<file path="src/rtl/lcm_seg_pkg.sv">
// lcm_seg_pkg: shared state encoding and frame-size derived widths for the LCM threshold segmenter
package lcm_seg_pkg;
  typedef enum logic [1:0] {IDLE, ACCUM, UPDATE} seg_state_e;
  function automatic int pix_log2(input int w, input int h);
    return $clog2(w * h);
  endfunction
  function automatic int sum_width(input int dw, input int w, input int h);
    return dw + pix_log2(w, h);
  endfunction
  function automatic int cnt_width(input int w, input int h);
    return pix_log2(w, h) + 1;
  endfunction
endpackage

</file>
<file path="src/rtl/lcm_thresh_seg_frame_stats_accum.sv">
// frame_stats_accum: per-frame pixel sum, max and saturating count
module frame_stats_accum import lcm_seg_pkg::*; #(
  parameter int DW = 8,
  parameter int IMG_W = 256,
  parameter int IMG_H = 256,
  localparam int SUM_W = sum_width(DW, IMG_W, IMG_H),
  localparam int CW = cnt_width(IMG_W, IMG_H)
) (
  input  logic             clk,
  input  logic             rst,
  input  logic             clr,
  input  logic             acc,
  input  logic [DW-1:0]    pix,
  output logic [SUM_W-1:0] sum,
  output logic [DW-1:0]    px_max,
  output logic [CW-1:0]    cnt
);
  localparam logic [CW-1:0] NPIX = CW'(IMG_W * IMG_H);
  logic [SUM_W-1:0] sum_q, sum_d, base_sum;
  logic [DW-1:0] max_q, max_d, base_max;
  logic [CW-1:0] cnt_q, cnt_d, base_cnt;
  logic room;
  always_comb begin
    base_sum = clr ? '0 : sum_q;
    base_max = clr ? '0 : max_q;
    base_cnt = clr ? '0 : cnt_q;
    room = base_cnt < NPIX;
    sum_d = (acc && room) ? base_sum + SUM_W'(pix) : base_sum;
    max_d = (acc && room && pix > base_max) ? pix : base_max;
    cnt_d = acc ? (room ? base_cnt + 1'b1 : NPIX + 1'b1) : base_cnt;
  end
  always_ff @(posedge clk) begin
    if (rst) begin
      sum_q <= '0;
      max_q <= '0;
      cnt_q <= '0;
    end else begin
      sum_q <= sum_d;
      max_q <= max_d;
      cnt_q <= cnt_d;
    end
  end
  assign sum = sum_q;
  assign px_max = max_q;
  assign cnt = cnt_q;
endmodule

</file>
<file path="src/rtl/lcm_thresh_seg.sv">
// lcm_thresh_seg: binary mask from previous valid frame's mean/max threshold; LCM_SEG_THRESH_IIR_EN enables IIR threshold smoothing
module lcm_thresh_seg import lcm_seg_pkg::*; #(
  parameter int P_DATA_WIDTH = 8,
  parameter int P_IMAGE_WIDTH = 256,
  parameter int P_IMAGE_HEIGHT = 256,
  parameter int P_K_NUM = 12,
  parameter int P_INIT_THRESH = 128,
  localparam int PIX_LOG2 = pix_log2(P_IMAGE_WIDTH, P_IMAGE_HEIGHT),
  localparam int SUM_W = sum_width(P_DATA_WIDTH, P_IMAGE_WIDTH, P_IMAGE_HEIGHT),
  localparam int CW = cnt_width(P_IMAGE_WIDTH, P_IMAGE_HEIGHT)
) (
  input  logic                    i_clk,
  input  logic                    i_rst,
  input  logic                    i_v_sync,
  input  logic                    i_h_sync,
  input  logic [P_DATA_WIDTH-1:0] i_img_data,
  output logic                    o_v_sync,
  output logic                    o_h_sync,
  output logic [P_DATA_WIDTH-1:0] o_img_data,
  output logic                    o_frame_err
);
  localparam int DW = P_DATA_WIDTH;
  localparam logic [CW-1:0] NPIX = CW'(P_IMAGE_WIDTH * P_IMAGE_HEIGHT);
  seg_state_e state_q, state_d;
  logic v_prev_q, v1_q, h1_q, ov_q, oh_q, err_q, err_d, mask_d;
  logic rise, clr, acc, upd_ok;
  logic [DW-1:0] d1_q, od_q, thr_q, thr_d, mean, t, t_load, px_max;
  logic [DW+4:0] prod;
  logic [SUM_W-1:0] sum;
  logic [CW-1:0] cnt;
  frame_stats_accum #(
    .DW(DW),
    .IMG_W(P_IMAGE_WIDTH),
    .IMG_H(P_IMAGE_HEIGHT)
  ) u_stats (
    .clk(i_clk),
    .rst(i_rst),
    .clr(clr),
    .acc(acc),
    .pix(i_img_data),
    .sum(sum),
    .px_max(px_max),
    .cnt(cnt)
  );
  always_comb begin
    rise = i_v_sync & ~v_prev_q;
    clr = rise & (state_q != ACCUM);
    acc = i_v_sync & i_h_sync & (clr | (state_q == ACCUM));
    state_d = clr ? ACCUM : (state_q == ACCUM) ? (i_v_sync ? ACCUM : UPDATE) : IDLE;
    mean = DW'(sum >> PIX_LOG2);
    prod = (DW + 5)'(px_max - mean) * (DW + 5)'(P_K_NUM);
    t = mean + DW'(prod >> 4);
`ifdef LCM_SEG_THRESH_IIR_EN
    t_load = DW'(({1'b0, thr_q} + {1'b0, t}) >> 1);
`else
    t_load = t;
`endif
    upd_ok = cnt == NPIX;
    thr_d = (state_q == UPDATE && upd_ok) ? t_load : thr_q;
    err_d = (state_q == UPDATE) && !upd_ok;
    mask_d = h1_q & v1_q & (d1_q > thr_q);
  end
  always_ff @(posedge i_clk) begin
    if (i_rst) begin
      state_q <= IDLE;
      v_prev_q <= i_v_sync;
      v1_q <= 1'b0;
      h1_q <= 1'b0;
      d1_q <= '0;
      ov_q <= 1'b0;
      oh_q <= 1'b0;
      od_q <= '0;
      err_q <= 1'b0;
      thr_q <= DW'(P_INIT_THRESH);
    end else begin
      state_q <= state_d;
      v_prev_q <= i_v_sync;
      v1_q <= i_v_sync;
      h1_q <= i_h_sync;
      d1_q <= i_img_data;
      ov_q <= v1_q;
      oh_q <= h1_q;
      od_q <= {DW{mask_d}};
      err_q <= err_d;
      thr_q <= thr_d;
    end
  end
  assign o_v_sync = ov_q;
  assign o_h_sync = oh_q;
  assign o_img_data = od_q;
  assign o_frame_err = err_q;
endmodule

</file>
<file path="config.mk">
export PLATFORM = sky130hd
export DESIGN_NAME = lcm_thresh_seg
export DESIGN_NICKNAME = d
export VERILOG_FILES = /design/src/rtl/lcm_seg_pkg.sv /design/src/rtl/lcm_thresh_seg_frame_stats_accum.sv /design/src/rtl/lcm_thresh_seg.sv
export SDC_FILE = /design/constraint.sdc
export NUM_CORES = 1
export LEC_CHECK = 0
export BUFFER_PORTS_ARGS = -buffer_cell sky130_fd_sc_hd__buf_2
export CORE_MARGIN = 3
export CORE_UTILIZATION = 55
export CTS_CLUSTER_DIAMETER = 80
export DETAILED_ROUTE_END_ITERATION = 8
export MAX_ROUTING_LAYER = met4
export PLACE_DENSITY = 0.79
export RECOVER_POWER = 50
export SLEW_MARGIN = 0
export SYNTH_ARGS = -nofsm -noshare
export SYNTH_HDL_FRONTEND = slang
export SYNTH_SLANG_ARGS = --single-unit
</file>
<file path="constraint.sdc">
create_clock -name i_clk -period 3.6 [get_ports i_clk]
set_input_delay 0.9 -clock i_clk [delete_from_list [all_inputs] [get_ports i_clk]]
set_output_delay 0.9 -clock i_clk [all_outputs]
set_load 0.02 [all_outputs]
</file>
==> flow_summary.yaml <==
pwr:
  static-leakage-power_nw: 2.41
  irDropWorstVdd_v: 0.000218
  pwr_density_cell_nw_per_um2: 350
global_route:
  global_route.overflow_total: 0
  pin_count_of_the_biggest_net_entering_global_routing: 53
  grt_pass1_vias: 4260
  grt_use_total_pct: 24.6
  grt_antenna_before_repair: 0
  grt_pass1_wl_um: 19800
synthesis:
  total_of_flip_flops_plus_latches_after_synthesis: 74
  yosys_warnings: 0
  dominant_combinational_cell_family_by_area_after_synthesis: "simple AND/OR/NAND/NOR gates"
  xor_and_xnor_fraction_of_the_mapped_netlist_area_pct: 7.19
  synth_flop_cell: "sky130_fd_sc_hd__dfxtp_1"
  simple_logic_cell_fraction_of_the_synthesized_area_pct: 24.9
  synth_cells: 616
  muxShareOfSynthArea_pct: 2.43
  synth_edf_count: 0
  syn-cell-area_um2: 4990
  postSynth.asyncResetShare_pct: 0
  synth-compound-area-share_pct: 15.6
  mean_area_per_synthesized_cell_um2: 8.11
  syn-num-nets: 679
  ys_seq_area_share_pct: 29.7
  yosys.cell_types.count: 68
  yosys.area_share.adder_pct: 13.4
clock_network:
  inserted_clock_buffers: 9
  path_clk_slew_ns: 0.08
  h_tree_depth_reported_by_cts: 3
  tritoncts_clock_tree: "yes"
  clk_path_buf_depth: 2
  cts-root-buf: "sky130_fd_sc_hd__clkbuf_8"
  clkLatencyLatePin_ns: 0.36
  cts.sinks: 74
sta:
  hold_violation_count_in_the_final_report: 0
  worst_pin_slew_ns: 0.807
  setup_violations: 2
  worst_slack_ns: -0.198
  maxClockFrequency_mhz: 263
  final-max-slew-violation-count: 0
  min_period_over_period_pct: 106
  clock-skew-final_ns: 0.00841
  slew_headroom_pct: 46.2
  timing.final.crit_period_ns: 3.80
  rsz_0062_raised_after_global_routing: "yes"
worst_setup_path:
  crit_arrival_ns: 4.05
  worstSetupEndpointType: "flop"
  timing_worst_setup_path_type: "reg2reg"
  worst_ep_required_time_ns: 3.85
  critPathMaxFanout: 4
  reg2reg_slack_ns: -0.20
  crit_path_start_kind: "flop"
layout:
  area_delta_synth_final_pct: 17.7
  postLayoutCoreUtil_pct: 67.1
  post_route_cells_drive_above_1_share_pct: 21.9
  finish.cell_count_without_fillers: 769
  mostFrequentLayoutCell: "sky130_fd_sc_hd__dfxtp_1"
  number_of_nets_in_the_layout: 720
  most-common-layout-cells: "sky130_fd_sc_hd__dfxtp_1, sky130_fd_sc_hd__nor2_1, sky130_fd_sc_hd__nand2_1"
  antennaDiodeCount: 0
  final_design_area_no_fill_um2: 5880
floorplanning:
  fp.dieH_um: 101
  rows: 34
  die_footprint_um2: 10300
  floorplan.initialDensity_pct: 57.0
  io_pins: 23
  die_width_um: 101
  placeableCoreArea_um2: 8760
placement:
  placed_cell_area_um2: 5320
  placedCellCount: 744
  post_detailed_placement_half_perimeter_wirelength_um: 8530
  io_buffers: 22
  place_congestion: 0.875
run:
  timing.max_cap.violations: 0
hold_path:
  timing.hold.worst.class: "reg2reg"
detailed_routing:
  route.antenna.remaining_nets: 0
  detailroute.via_count: 4556
  drtPass1Iterations: 5
  initialDrtViolationCount: 365
  wl_um: 12600
  viasPerCell: 5.92
  avgRoutedWirePerCell_um: 16.4
  detailed_route_drc_error_count: 0
status:
  status: "finished with violations"
  failing_checks: "setup timing"
[critical path, stage by stage, from the launching register on]
cell	delay, ns
sky130_fd_sc_hd__dfxtp_2	0.32
sky130_fd_sc_hd__inv_2	0.04
sky130_fd_sc_hd__ha_4	0.17
sky130_fd_sc_hd__fa_2	0.39
sky130_fd_sc_hd__nand2b_4	0.17
sky130_fd_sc_hd__a21oi_4	0.24
sky130_fd_sc_hd__a211oi_2	0.12
sky130_fd_sc_hd__o211a_1	0.28
sky130_fd_sc_hd__ha_4	0.24
sky130_fd_sc_hd__a21oi_2	0.17
sky130_fd_sc_hd__o31ai_2	0.10
sky130_fd_sc_hd__a31oi_2	0.20
sky130_fd_sc_hd__xnor2_1	0.17
sky130_fd_sc_hd__ha_2	0.33
sky130_fd_sc_hd__nor3_1	0.18
sky130_fd_sc_hd__nor2_1	0.09
sky130_fd_sc_hd__o41ai_2	0.06
sky130_fd_sc_hd__xnor2_1	0.18
sky130_fd_sc_hd__xnor2_1	0.15
sky130_fd_sc_hd__o21ai_1	0.08
[cells by family (layout without fill, tap and decap cells)]
logic type | Yosys count | after routing
flops | 74 | 74
mux | 10 | 10
compound gates | 121 | 121
xor+xnor | 41 | 41
fa+ha+maj | 51 | 51
buf+inv | 72 | 117
simple gates | 247 | 247
[report_power, final]
part | leakage [nW] | total, mW | internal, mW | switching, mW
clock network | 0.118 | 0.789 | 0.474 | 0.315
registers | 0.603 | 0.841 | 0.833 | 0.00808
logic | 1.69 | 0.426 | 0.198 | 0.228
total | 2.41 | 2.06 | 1.51 | 0.550
[cell type report]
class                           count  area, um^2
Tap cell                          108         135
Fill cell                         695        2890
Clock buffer                       10         138
Clock inverter                      5         103
Multi-Input combinational cell    470        3440
Timing Repair Buffer               62         427
Sequential cell                    74        1490
Inverter                           40         153
[registers in the layout, indices dropped and copies added, names as in the netlist]
signal / cells
u_stats.sum: 24
u_stats.cnt: 17
d1_q: 8
thr_q: 8
u_stats.px_max: 8
state_q: 2
h1_q: 1
o_frame_err: 1
o_h_sync: 1
o_img_data: 1
o_v_sync: 1
v1_q: 1
v_prev_q: 1
[metrics by stage]
stage	hold WS, ns	worst slack (ns)	total power [mW]	setup TNS (ns)
2_1_floorplan	0.430	0.00240	1.10	0
3_3_place_gp	0.444	-0.0158	1.18	-0.0158
3_5_place_dp	0.449	-0.160	1.19	-0.355
4_1_cts	0.461	-0.0377	2.00	-0.0620
5_1_grt	0.478	-0.341	2.13	-0.676
6_report	0.459	-0.198	2.06	-0.278
[final timing paths]
check | cells after the start | start | to
setup / recovery | 19 | u_stats.px_max[0] | thr_q[7]
hold / removal | 2 | thr_q[3] | thr_q[3]
setup reg to reg | 19 | u_stats.px_max[0] | thr_q[7]
hold reg to reg | 2 | thr_q[3] | thr_q[3]
[cell usage after synthesis, drive strengths merged (2+ instances only)]
cell type  number  share of area [%]
xor2           13                2.3
nand2          52                3.9
nor2b          12                1.5
nor4            6                1.1
or4             2               0.30
a2bb2oi         3               0.53
clkbuf         17                1.7
or2             2               0.25
nor3           15                1.6
mux2i           2               0.40
o21a            5               0.75
ha             47                 12
mux2            7                1.6
and4            2               0.35
a31oi           5               0.63
nand4          11                1.5
nor2           71                5.3
xnor2          28                4.9
a21o           10                1.5
nand2b          9                1.1
fa              4                1.6
o31a            3               0.58
and2           11                1.4
o211a           3               0.60
and2b           2               0.38
or3             7               0.90
dfxtp          74                 30
nor3b           3               0.45
o21ai          24                2.4
buf            15                2.1
a211oi          7                1.7
nand3          31                3.1
nand3b          4               0.60
and3            4               0.50
inv            40                3.1
a21oi          50                5.1
[timing repair]
action | 4_1_cts | 5_1_grt
pin swaps | 29 | 23
setup buffers | 7 | 3
gates resized for setup | 25 | 23
setup endpoints to repair | 3 | 3
hold buffers | 0 | 0
[metal layers]
| layer | vias up | global-route usage [%] | wire length (um) |
|---|---|---|---|
| li1 | 2211 | - | - |
| met1 | 2184 | 31.6 | 5540 |
| met2 | 135 | 39.4 | 6170 |
| met3 | 26 | 4.20 | 659 |
| met4 | 0 | 7.98 | 250 |
| met5 | - | - | 0 |
Note: power is estimated with default switching activity, not from simulation.
